`config.mk`:
```
export PLATFORM = sky130hd
export DESIGN_NAME = shift_sequencer
export DESIGN_NICKNAME = d
export VERILOG_FILES = /design/src/rtl/shift_sequencer.sv
export SDC_FILE = /design/constraint.sdc
export NUM_CORES = 1
export LEC_CHECK = 0
export ABC_AREA = 1
export CORE_MARGIN = 8
export CORE_UTILIZATION = 42
export DETAILED_ROUTE_END_ITERATION = 6
export GPL_ROUTABILITY_DRIVEN = 0
export GPL_TIMING_DRIVEN = 0
export PLACE_DENSITY = 0.94
export SLEW_MARGIN = 10
export SYNTH_ARGS = -nofsm -noshare
export SYNTH_HDL_FRONTEND = slang
export SYNTH_SLANG_ARGS = --single-unit
```
`constraint.sdc`:
```
create_clock -name clk -period 1.55 [get_ports clk]
set_input_delay 0.2325 -clock clk [delete_from_list [all_inputs] [get_ports clk]]
set_output_delay 0.2325 -clock clk [all_outputs]
set_load 0.005 [all_outputs]
```
`src/rtl/shift_sequencer.sv`:
```
// shift_sequencer: multi-cycle front end for a 64-bit logical-right barrel
// shifter that can only move 0..31 bits per pass. A 6-bit shift amount is
// split into up to two fixed 16-bit passes (amt[5]) plus one pass of amt[4:0].
// Left shifts reverse the operand on the way in and the result on the way out.
//
// Ports:
//   clk, rst_n          clock, async active-low reset
//   in_valid/in_ready   operand handshake (ready only in IDLE)
//   in_data/amt/left    operand, shift amount 0..63, 1 = left
//   sh_din/sh_samt      drive the external combinational shifter
//   sh_dout             shifter result, settles within one cycle
//   out_valid/out_ready result handshake (valid only in DONE)
//   out_data            shifted result, held stable under backpressure
module shift_sequencer (
  input  logic        clk,
  input  logic        rst_n,
  input  logic        in_valid,
  output logic        in_ready,
  input  logic [63:0] in_data,
  input  logic [5:0]  in_amt,
  input  logic        in_left,
  output logic [63:0] sh_din,
  output logic [4:0]  sh_samt,
  input  logic [63:0] sh_dout,
  output logic        out_valid,
  input  logic        out_ready,
  output logic [63:0] out_data
);

  typedef enum logic [2:0] {IDLE, HI0, HI1, LO, DONE} state_t;

  state_t      state;
  logic [63:0] wr;
  logic [4:0]  lo;
  logic        dir;

  function automatic logic [63:0] bitrev(input logic [63:0] x);
    logic [63:0] r;
    for (int i = 0; i < 64; i++) r[i] = x[63-i];
    return r;
  endfunction

  always_ff @(posedge clk or negedge rst_n) begin
    if (!rst_n) begin
      state <= IDLE;
      wr    <= '0;
      lo    <= '0;
      dir   <= 1'b0;
    end else begin
      case (state)
        IDLE: if (in_valid) begin
          wr    <= in_left ? bitrev(in_data) : in_data;
          lo    <= in_amt[4:0];
          dir   <= in_left;
          state <= in_amt[5] ? HI0 : LO;
        end
        // Two 16-bit passes make up the 32-bit component of the amount.
        HI0: begin wr <= sh_dout; state <= HI1; end
        HI1: begin wr <= sh_dout; state <= LO;  end
        // Runs even for lo == 0 so timing depends only on amt[5].
        LO:  begin wr <= sh_dout; state <= DONE; end
        DONE: if (out_ready) state <= IDLE;
        default: state <= IDLE;
      endcase
    end
  end

  // All outputs decode registered state only; nothing combinational from inputs.
  always_comb begin
    in_ready  = (state == IDLE);
    out_valid = (state == DONE);
    sh_din    = wr;
    sh_samt   = 5'd0;
    case (state)
      HI0, HI1: sh_samt = 5'd16;
      LO:       sh_samt = lo;
      default:  sh_samt = 5'd0;
    endcase
    out_data = (state == DONE) ? (dir ? bitrev(wr) : wr) : 64'd0;
  end

endmodule

```
# ---- Word-level counts from Yosys, hierarchy flattened
# Cells that the tools add are included.
# Widths: inputs -> output; s select.
dict set report totals {
  elab_cells 27
  regBits 73
}
dict set report op_classes {
  n_reduce_logical 7
  muxes 10
  eq_ne 6
}
# op n
set op_table {}
lappend op_table {{$mux 64} 4}
lappend op_table {{$pmux 64 s2} 1}
lappend op_table {{$pmux 3 s5} 1}
lappend op_table {{$pmux 5 s2} 1}
lappend op_table {{$eq 3x2->1 const B} 2}
lappend op_table {{$mux 3} 2}
lappend op_table {{$reduce_and 2->1} 3}
lappend op_table {{$eq 3x1->1 const B} 1}
lappend op_table {{$eq 3x3->1 const B} 1}
lappend op_table {{$logic_not 3->1} 1}
lappend op_table {{$reduce_or 3->1} 1}
lappend op_table {{$mux 2} 1}
lappend op_table {{$ne 2x1->1 const B} 1}
lappend op_table {{$ne 2x2->1 const B} 1}
lappend op_table {{$reduce_bool 2->1} 1}
lappend op_table {{$reduce_or 2->1} 1}

# ---- Depth between registers and ports, before layout
dict set report depth {
  word_depth 4
  depth_mapped 9
}

# ---- Least setup slack after synthesis
# No wires, ideal clock.
dict set report synth_timing {
  path_type {register to output}
  startpoint {register state[0]}
  endpoint {output out_data[14]}
  path_stages_with_launch 6
  path_slack_ns 0.175
  t_arrival_ns 1.143
  n_path_buf 2
  cell_sequence {dfrtp_1 nor2_1 nand2_1 buf_2 buf_2 a211oi_1}
}
dict set report synth_between {
  elab_chain_cells 2
}
# element line_no
set synth_rtl {}
lappend synth_rtl {{start, declared} 32} ;# state_t state;
lappend synth_rtl {{start signal, assigned} 55} ;# state <= in_amt[5] ? HI0 : LO;
lappend synth_rtl {{$eq 3x3->1} 79} ;# out_data = (state == DONE) ? (dir ? bitrev(wr) : wr) : 64'd0;
lappend synth_rtl {{$mux 64} 79}
lappend synth_rtl {{end, declared} 27} ;# output logic [63:0] out_data
# Every way passes these cells.

# ---- Worst setup path in the final report
dict set report layout_timing {
  startpoint {register state[0]}
  endpoint {output out_data[50]}
}
# Same word-level chain as after synthesis.

==> results.txt <==
Status -> complete, but fails checks
Failing checks -> negative setup slack
Antenna Nets Post-Route -> 0
Register area share after synthesis -> 32.9%
Crit-path max cell delay -> 420 ps
Compound-Gate Fraction of Synth Area -> 9.14%
GRT Util Overall -> 30.4%
Leak -> 4.97 nW
Largest family of logic cells by synthesized area -> simple AND/OR/NAND/NOR gates
Reg clk slew, reported paths -> 60 ps
Worst-Skew Late Latency -> 330 ps
Path depth of the worst reg2reg path -> 7
Yosys warning total -> 0
Core area -> 13100 sq um
Tcrit/Tclk final -> 123%
Fin util -> 72.1%
Pin count of the biggest net entering global routing -> 67
Post-synthesis simple-gate area fraction -> 48.4%
Final hold vios -> 0
Xor/xnor share of the synthesized area -> 0%
CTS tree -> built
Crit-path max FO -> 6
Critical path's most frequent cell -> buf_12
Initial DRC Count -> 857
Routed len/inst -> 18.9 microns
Highest-delay cell along the critical path -> dfrtp_1
DR DRC count -> 0
Initial DRT Pass Iterations -> 5
Syn_nets -> 1073
Fmax -> 0.524 GHz
First-pass GRT wire length -> 40.5 mm
Avg Cell Area, Syn -> 5.95 sq um
Post-Syn Instances -> 934
Setup TNS -> -21140 ps
DIE WIDTH -> 131 microns
Yosys reg bits -> 73
Gr ovfl total -> 0
I/O Buffers -> 273
Commonest non-fill, non-tap cells in the layout -> nand2_1 (460), clkdlybuf4s50_1 (199), nand3_1 (130)
Mapped Area -> 5560 sq um
CTS buffer count -> 9
Proportion of synthesized area in mux cells -> 0%
Max-cap violations -> 0
Post-synthesis adder-cell area fraction -> 0%
Starting Density -> 42.5%
Area growth from synthesis to layout -> 69.6%
Max Clock Skew -> 7.68 ps
Crit. End Element -> output pin
Cell Chain, Critical Path -> nor2_4 > nand2_4 > buf_12 > buf_12 > a211oi_4 > buf_2
Total power draw -> 17.9 mW
Area taken by multi-input logic gates -> 3570 sq um
Fillers -> 1046
Via count -> 7808
Peak VDD IR -> 0.000831 V
Routed WL -> 27.0 mm
Die ar. -> 17200 sq um
Most common cell after layout, fill and taps aside -> nand2_1
Clk buf depth -> 2
Chip height -> 131 microns
Layout cells sized above 1 -> 20.9%
Final critical-path required period -> 1910 ps
Vias in the first global route -> 7568
Row count -> 42
Setup ws final -> -360 ps
Worst slew pin tran -> 424 ps
H-Tree Depth -> 3
Antenna violations before repair -> 0
RSZ-0062 raised after global routing -> yes
Final setup vio count -> 124
Reg area -> 1830 sq um
Layout net count -> 1388
Crit path DAT -> 1680 ps
# clock sinks -> 73
# IOs -> 274
Netlist cell types -> 16
Req. time, crit path -> 1320 ps
Cell Pwr Density -> 1900 nW/um^2
Post-DP HPWL -> 20.2 mm
CP Launch Type -> flip-flop
Vias per std cell -> 5.46
Root buffer selected by CTS -> clkbuf_16
WS Path Type -> reg2out
Hold crit path type -> in2async
Slew Viols, Final -> 0
Diode count -> 0
Worst relative slew slack -> 71.7%
## registers in the layout (all words and copies together), names as in the netlist
register / cells
lo: 5
sh_din: 64
dir: 1
state: 3
## final timing paths
| path | startpoint | end | slack (ps) |
|---|---|---|---|
| setup / recovery | state[0] | out_data[50] | -360 |
| hold / removal | rst_n | lo[2] | 270 |
| setup reg to reg | state[2] | sh_din[35] | -80 |
| hold reg to reg | lo[4] | lo[4] | 500 |
| max in group asynchronous | rst_n | sh_din[8] | 710 |
| min in group clk | in_amt[0] | lo[0] | 490 |
## layout make-up
| class | count | area share (%) |
|---|---|---|
| plain buffers | 74 | 6.35 |
| clock buffers | 11 | 2.57 |
| clock inverters | 5 | 0.411 |
| inverters | 43 | 1.79 |
| multi-input cells | 742 | 37.8 |
| flip-flops and latches | 73 | 19.4 |
| well taps | 176 | 2.33 |
| repair buffers | 306 | 29.3 |
## power breakdown
group / leakage (nW) / internal, mW / total (mW) / switching, mW
Sequential: 0.891 / 2.90 / 3.93 / 1.04
Clock: 0.136 / 1.14 / 1.97 / 0.835
Combinational: 3.94 / 5.20 / 12.0 / 6.80
Total: 4.97 / 9.23 / 17.9 / 8.67
## cells by family (layout without fill, tap and decap cells)
logic type / Yosys count / in the layout
DFF: 73 / 73
AOI/OAI and AO/OA: 70 / 70
and+or+nand+nor: 672 / 672
buffers and inverters: 119 / 439
## metal layers
layer / share of wire, % / vias up / track usage [%]
met4: 5.4 / 0 / 18.1
met1: 38 / 3620 / 37.3
met5: 0 / - / 0
met3: 9.3 / 106 / 4.89
li1: - / 3603 / -
met2: 47 / 479 / 49.5
## synth_stat cells
master / instances / area share [%]
nand2_1: 463 / 31
o21ai_0: 1 / 0.090
inv_1: 39 / 2.6
a211oi_1: 62 / 8.4
dfrtp_1: 73 / 33
nor2_1: 75 / 5.1
inv_2: 4 / 0.27
buf_1: 3 / 0.20
nor3_1: 1 / 0.090
nand3_1: 131 / 12
a21oi_1: 6 / 0.54
nand2_2: 2 / 0.22
buf_2: 51 / 4.6
o211ai_1: 1 / 0.14
buf_4: 6 / 0.81
clkbuf_1: 16 / 1.1
## worst max-delay path, delay by kind of cell, from the launching register on
| family | cells | cell delay, ps |
|---|---|---|
| AOI/OAI and AO/OA | 1 | 210 |
| buffers and inverters | 3 | 450 |
| DFF | 1 | 420 |
| and+or+nand+nor | 2 | 260 |
## metrics by stage
| stage | hold WS (ps) | instance area (sq um) | std cells | setup slack (ps) |
|---|---|---|---|---|
| after floorplan | -63.1 | 5560 | 934 | 175 |
| after global placement | 480 | 8510 | 1383 | -2200 |
| after detailed placement | 68.6 | 8540 | 1384 | -890 |
| after CTS | 274 | 9150 | 1423 | -398 |
| after global routing | 294 | 9430 | 1430 | -407 |
| final | 273 | 9430 | 1430 | -360 |
## timing repair
| action | 4_1_cts | 5_1_grt |
|---|---|---|
| endpoints found under the setup margin | 106 | 152 |
| pin swaps | 8 | 10 |
| hold buffers | 1 | 0 |
| hold endpoints to repair | 7 | 0 |
| buffers inserted | 20 | 9 |
| gates resized for setup | 382 | 86 |
| cloned | 2 | 1 |
No activity file was read; power rests on OpenSTA's default activity.
